$ cat config.mk
export PLATFORM = sky130hd
export DESIGN_NAME = mem_bus_sequencer
export DESIGN_NICKNAME = d
export VERILOG_FILES = /design/src/rtl/mem_bus_sequencer.sv
export SDC_FILE = /design/constraint.sdc
export NUM_CORES = 1
export LEC_CHECK = 0
export CAP_MARGIN = 15
export CORE_MARGIN = 2
export CORE_UTILIZATION = 40
export CTS_BUF_LIST = sky130_fd_sc_hd__clkbuf_16
export CTS_CLUSTER_SIZE = 30
export DETAILED_ROUTE_END_ITERATION = 10
export PLACE_DENSITY = 0.73
export SYNTH_ARGS = -nofsm -noshare
export SYNTH_HDL_FRONTEND = slang
export SYNTH_SLANG_ARGS = --single-unit
$ cat constraint.sdc
create_clock -name clk -period 8.6 [get_ports clk]
set_input_delay 2.58 -clock clk [delete_from_list [all_inputs] [get_ports clk]]
set_output_delay 2.58 -clock clk [all_outputs]
set_load 0.01 [all_outputs]
$ cat src/rtl/mem_bus_sequencer.sv
// mem_bus_sequencer: 3-port 32-bit-over-16-bit memory bus arbiter/sequencer; MEMSEQ_FAIRNESS_EN enables port-1 starvation promotion
module mem_bus_sequencer #(
  parameter int WAIT_CYCLES = 1
`ifdef MEMSEQ_FAIRNESS_EN
  , parameter int STARVE_LIMIT = 4
`endif
) (
  input  logic        clk,
  input  logic        rst_n,
  input  logic        req1,
  input  logic [31:0] addr1,
  input  logic        req2_rd,
  input  logic        req2_wr,
  input  logic [31:0] addr2,
  input  logic [31:0] wdata2,
  input  logic [3:0]  be2,
  input  logic        req3,
  input  logic [31:0] addr3,
  output logic [31:0] rdata,
  output logic        done1,
  output logic        done2,
  output logic        done3,
  output logic        blocked1,
  output logic        blocked2,
  output logic        blocked3,
  output logic        busy,
  output logic [31:0] mem_addr,
  output logic [15:0] mem_wdata,
  input  logic [15:0] mem_rdata,
  output logic        mem_rd,
  output logic        mem_wr,
  output logic        mem_lb,
  output logic        mem_hb
);
  typedef enum logic [1:0] {IDLE, LO, HI, DONE} state_t;
  localparam logic [3:0] WC = 4'(WAIT_CYCLES);
  state_t state, state_nx;
  logic [1:0] port, gnt;
  logic [31:0] a, wd;
  logic [3:0] be, wcnt;
  logic wr, last, act, hi;
  logic [1:0] bp;
`ifdef MEMSEQ_FAIRNESS_EN
  localparam logic [7:0] SL = 8'(STARVE_LIMIT);
  logic [7:0] starve;
`endif
  always_comb begin
`ifdef MEMSEQ_FAIRNESS_EN
    gnt = (req1 && starve >= SL) ? 2'd1 : req3 ? 2'd3 : (req2_rd | req2_wr) ? 2'd2 : req1 ? 2'd1 : 2'd0;
`else
    gnt = req3 ? 2'd3 : (req2_rd | req2_wr) ? 2'd2 : req1 ? 2'd1 : 2'd0;
`endif
    last = wcnt == WC;
    state_nx = state == IDLE ? (gnt != 2'd0 ? LO : IDLE) :
               state == LO   ? (last ? HI : LO) :
               state == HI   ? (last ? DONE : HI) : IDLE;
  end
  always_ff @(posedge clk or negedge rst_n)
    if (!rst_n) state <= IDLE;
    else state <= state_nx;
  always_ff @(posedge clk or negedge rst_n) begin
    if (!rst_n) begin
      port <= 2'd0;
      a <= 32'd0;
      wd <= 32'd0;
      be <= 4'd0;
      wr <= 1'b0;
      wcnt <= 4'd0;
      rdata <= 32'd0;
`ifdef MEMSEQ_FAIRNESS_EN
      starve <= 8'd0;
`endif
    end else begin
      if (state == IDLE && gnt != 2'd0) begin
        port <= gnt;
        a <= gnt == 2'd3 ? addr3 : gnt == 2'd2 ? addr2 : addr1;
        wr <= gnt == 2'd2 && req2_wr;
        wd <= wdata2;
        be <= be2;
`ifdef MEMSEQ_FAIRNESS_EN
        starve <= gnt == 2'd1 ? 8'd0 : (req1 && starve < SL) ? starve + 8'd1 : starve;
`endif
      end
      wcnt <= (act && !last) ? wcnt + 4'd1 : 4'd0;
      if (state == LO && last) rdata[15:0] <= mem_rdata;
      if (state == HI && last) rdata[31:16] <= mem_rdata;
    end
  end
  always_comb begin
    act = state == LO || state == HI;
    hi = state == HI;
    bp = hi ? be[3:2] : be[1:0];
    mem_addr = act ? (a & 32'hFFFF_FFFE) + {30'd0, hi, 1'b0} : 32'd0;
    mem_rd = act & ~wr;
    mem_wr = act & wr & |bp;
    mem_lb = act & (~wr | bp[0]);
    mem_hb = act & (~wr | bp[1]);
    mem_wdata = (act && wr) ? (hi ? wd[31:16] : wd[15:0]) : 16'd0;
    done1 = state == DONE && port == 2'd1;
    done2 = state == DONE && port == 2'd2;
    done3 = state == DONE && port == 2'd3;
    blocked1 = rst_n & req1 & ~done1;
    blocked2 = rst_n & (req2_rd | req2_wr) & ~done2;
    blocked3 = rst_n & req3 & ~done3;
    busy = state != IDLE;
  end
endmodule

# [After elaboration in Yosys (flattened, before gate mapping)]
# Cells that the tools add are included.
[word_totals] reg_bits=109 output_inout_bits=91
[classes] bitwise=18 n_eq_ne=9 n_reduce_logical=15 n_mux=16 add_sub_neg=2
[ops] operator="$mux W32" count=3
[ops] operator="$add A32 B2 Y32" count=1
[ops] operator="$mux W16" count=2
[ops] operator="$mux W2" count=7
[ops] operator="$eq A2 B2 Y1 const B" count=6
[ops] operator="$and A1 B1 Y1" count=11
[ops] operator="$logic_and A1 B1 Y1" count=9
[ops] operator="$add A4 B1 Y4 const B" count=1
[ops] operator="$eq A2 B1 Y1 const B" count=2
[ops] operator="$eq A4 B1 Y1 const B" count=1
[ops] operator="$mux W4" count=1
[ops] operator="$not A1 Y1" count=4
[ops] operator="$reduce_bool A2 Y1" count=2
[ops] operator="$mux W1" count=3
[ops] operator="$or A1 B1 Y1" count=3
[ops] operator="$logic_not A2 Y1" count=1
[ops] operator="$reduce_or A2 Y1" count=1
[ops] operator="$logic_not A1 Y1" count=1
[ops] operator="$logic_or A1 B1 Y1" count=1

# [Logic depth before layout (Yosys ltp)]
[depth] depth_word=6 depth_mapped=9 mapped_depth_nobuf=8

# [Worst setup path after synthesis]
# No wires, ideal clock.
[synth_path] kind="in2out" from="input port req2_rd" to="output port blocked2" stages=5 t_arrival_ps=3655 setup_slack_ps=2365 cell_sequence="or2_2 -> clkbuf_1 -> buf_1 -> nand2_1 -> nor2_1"
[synth_via] elab_chain_len=3
[synth_lines] element="start, declared" line_no="12" text="input logic req2_rd,"
[synth_lines] element="$or A1 B1 Y1" line_no="103" text="blocked2 = rst_n & (req2_rd | req2_wr) & ~done2;"
[synth_lines] element="$and A1 B1 Y1 (2 in series)" line_no="103"
[synth_lines] element="end, declared" line_no="24" text="output logic blocked2,"
# No other way between the ends.

# [Final worst setup path]
[layout_path] from="input port req2_wr" to="output port blocked2"
[layout_via] elab_chain_len=3
[layout_lines] element="start, declared" line_no="13" text="input logic req2_wr,"
[layout_lines] element="$or A1 B1 Y1" line_no="103"
[layout_lines] element="$and A1 B1 Y1 (2 in series)" line_no="103"
# No other way between the ends.

==> metrics.md <==
| Metric | Value |
|---|---|
| Outcome | completed |
| FF-to-FF setup slack | 6.27 ns |
| Combinational power share | 0.530 |
| Initial antenna violation count | 1 |
| Clock latency on the worst-skew pair | 0.35 ns |
| Worst hold slack | slightly above 0.5 ns |
| Share of layout cells above drive strength 1 | 0.161 |
| Final min period | 6.59 ns |
| Post-CTS Setup Inserts | 0 |
| Hold_sp | wd[12] |
| Clk buf depth | 2 |
| Routability Congestion | 0.820 |
| FF-to-FF Start | state[0] |
| Sequential share of the synthesized area | 0.450 |
| Crit. End Element | output pin |
| Final antenna-violating net count | 0 |
| Initial cell density of the core | 0.411 |
| Hold Crit Depth | 1 |
| Clock tree sinks | 108 |
| Number of flops mapped to enable cells by yosys | 0 |
| Yosys warning total | 0 |
| Leakage power | 3.57 nW |
| Row count | 44 |
| I/O pin count | 245 |
| Total wire length | 16400 um |
| Crit path cell chain | clkdlybuf4s50_1 > or2_2 > nand2_1 > nor2_1 > clkdlybuf4s50_1 |
| Global-route wire length before repair | 26400 um |
| Levels on crit path | 5 |
| Core ar. | 0.0146 mm^2 |
| CP bufs+invs | 2 |
| Area delta synth->final | 46.6% |
| Root buf cell | clkbuf_16 |
| DR iter-0 viols | 258 |
| Slew @ Worst Pin | 1.02 ns |
| Max transition margin | 0.318 |
| Power Density | 335 mW/mm^2 |
| Tot GR Track Use | 0.204 |
| Part of the power in registers | 0.334 |
| Flops & latches, synth | about 110 |
| Clock network power share | 0.136 |
| End of the worst register-to-register path | rdata[26] |
| Filler cells | about 1.2k |
| Psw | about 1.1 mW |
| Post-Syn Nets | 727 |
| Crit path max-delay family | buffers and inverters |
| Worst Path Required | roughly 6.0 ns |
| Post_cts resized | 0 |
| H-tree depth | 3 |
| Largest net degree at the start of global routing | 70 |
| Crit-path max FO | 2 |
| Worst Path Arrival | 4.01 ns |
| Nets | 948 |
| Hpwl dp | 12000 um |
| Fin. Hold Viols | 0 |
| Synthesized area per cell | 10.6 um^2 |
| Final setup fails | 0 |
| Post-synth top area cell | dfrtp_1 |
| Final Slew Violations | 0 |
| Total grt overflow | 0 |
| Drt drc | 0 |
| Fin crit share | 0.767 |
| Internal | roughly 1.9 mW |
| CP startpoint kind | input pin |
| Yosys cell types | 41 |
| Most used cell, CP | clkdlybuf4s50_1 |
| Reg2Reg Depth | 5 |
| Clock slew seen by the registers of the worst setup and hold paths | around 0.07 ns |
| Largest cells by area after synthesis | dfrtp_1 (45%), mux2_2 (19%), mux2i_1 (8.7%) |
| RSZ-0062 raised after global routing | no |
| Final Skew | between 0.009 and 0.01 ns |
| Top-area cell type share of the netlist area | 0.450 |
| Sum of negative setup slack | 0 ns |
| Worst Hold End | wd[12] |
| Vias in the first global route | between 5k and 6k |
| Total CTS buffers | 9 |
| DRT Pass-1 Iters | 4 |
| Vias per cell | 5.22 |
| Synth Instances | around 560 |
| Crit-path slowest cell | clkdlybuf4s50_1 |
| Switching Fraction | 0.369 |
| VDD IR max | between 0.2 and 0.25 mV |
| DIE WIDTH | 126 um |
| Max Clock Freq | 152 MHz |
| Die H | around 130 um |
| Mapped cell area | 0.00600 mm^2 |
| CTS tree | done |
| Worst setup path class | in -> out |
| Most used DFF post-synth | dfrtp_1 |
| Hold Crit Class | reg -> reg |
| IO Port Bufs | 240 |
| Via count | 5080 |
| Die footprint | about 0.016 mm^2 |
| Crit path largest cell delay | 0.56 ns |
| Post-CTS Hold Buffers | 0 |
| Maxcap violations | 0 |
| Async SR Flop Fraction | 1.00 |
| DR WL/cell | about 17 um |
==> power groups by stage <==
| stage | Combinational [mW] | Clock (mW) | Sequential (mW) |
|---|---|---|---|
| final | 1.56 | 0.399 | 0.984 |
| after global routing | 1.70 | 0.431 | 1.02 |
| after floorplan | 0.855 | 0 | 0.965 |
| after detailed placement | 1.57 | 0 | 0.988 |
| after global placement | 1.54 | 0 | 0.967 |
| after CTS | 1.59 | 0.410 | 0.981 |
==> layout by cell type (no fill, tap or decap), drive strengths merged, types with 13 or more instances in the layout <==
master	netlist	final
nand3	13	13
o21ai	38	38
nand2	55	55
clkdlybuf4s50	0	238
nor2	39	39
mux2	99	99
mux2i	52	52
a21oi	19	19
inv	10	13
dfrtp	108	108
or4	15	15
==> cell type report <==
cell class / count / area (um^2) / area share
multi-input cells: 411 / 3110 / 0.353
inverters: 10 / 37.5 / 0.00427
clock buffers: 9 / 225 / 0.0256
diodes: 1 / 2.50 / 0.000284
well taps: 184 / 230 / 0.0262
repair buffers: 245 / 2430 / 0.276
clock inverters: 6 / 57.6 / 0.00654
flip-flops and latches: 108 / 2700 / 0.307
==> worst max path at each step <==
stage,from,to
finish,req2_wr,blocked2
global route,req2_wr,blocked2
CTS,req2_wr,blocked2
detailed placement,req2_wr,blocked2
global placement,req2_wr,blocked2
floorplan,req2_rd,blocked2
==> cells in the mapped netlist, types with 4 or more instances <==
cell type	count
dfrtp_1	108
mux2_2	99
nand2_1	55
mux2i_1	52
nor2_1	39
o21ai_0	38
clkbuf_1	21
a21oi_1	19
or4_1	15
nand3_1	12
inv_1	10
nand4_1	10
o31ai_1	10
ha_1	9
xor2_1	8
and2_1	7
buf_2	6
buf_1	5
xnor2_1	5
and4_1	4
nand2b_1	4
or3_1	4
==> kinds of logic after synthesis <==
| kind of cell | after synthesis | synth area share |
|---|---|---|
| adder cells (fa/ha/maj) | 9 | 0.0188 |
| buffers and inverters | 45 | 0.0329 |
| flip-flops | 108 | 0.450 |
| other | 1 | 0.000625 |
| multiplexers | 151 | 0.273 |
| AND/OR/NAND/NOR | 166 | 0.139 |
| XOR/XNOR | 13 | 0.0190 |
| AO/OA/AOI/OAI | 71 | 0.0663 |
==> state kept, by name, summed over array words and instances (netlist names), named ones only <==
signal	cells
wr	1
rdata	32
wcnt	4
wd	32
a	31
be	4
state	1
port	2
==> metal layers <==
metal  vias up  track usage  wire length (um)
met5         -            0                 0
met4         0       0.0530               197
met3        14       0.0759              1530
met2       178        0.355              8040
met1      2431        0.237              6580
li1       2457            -                 -
==> metrics by stage <==
stage          utilization  std cells  cell area, um^2  setup slack, ns  power [mW]
2_1_floorplan            -        564             6000             2.37        1.82
3_3_place_gp         0.583        958             8510             2.01        2.51
3_5_place_dp         0.583        958             8510             1.99        2.56
4_1_cts              0.603        973             8790             1.98        2.98
5_1_grt              0.603        974             8800             1.93        3.15
6_report             0.603        974             8800             2.01        2.95
==> worst register-to-register path, cell delays in order, from the launching register on <==
cell and delay [ns]:
dfrtp_1 0.43, inv_1 0.10, ha_1 0.18, buf_4 0.35, and2_1 0.73, mux2_2 0.43
No activity file was read; power rests on OpenSTA's default activity.
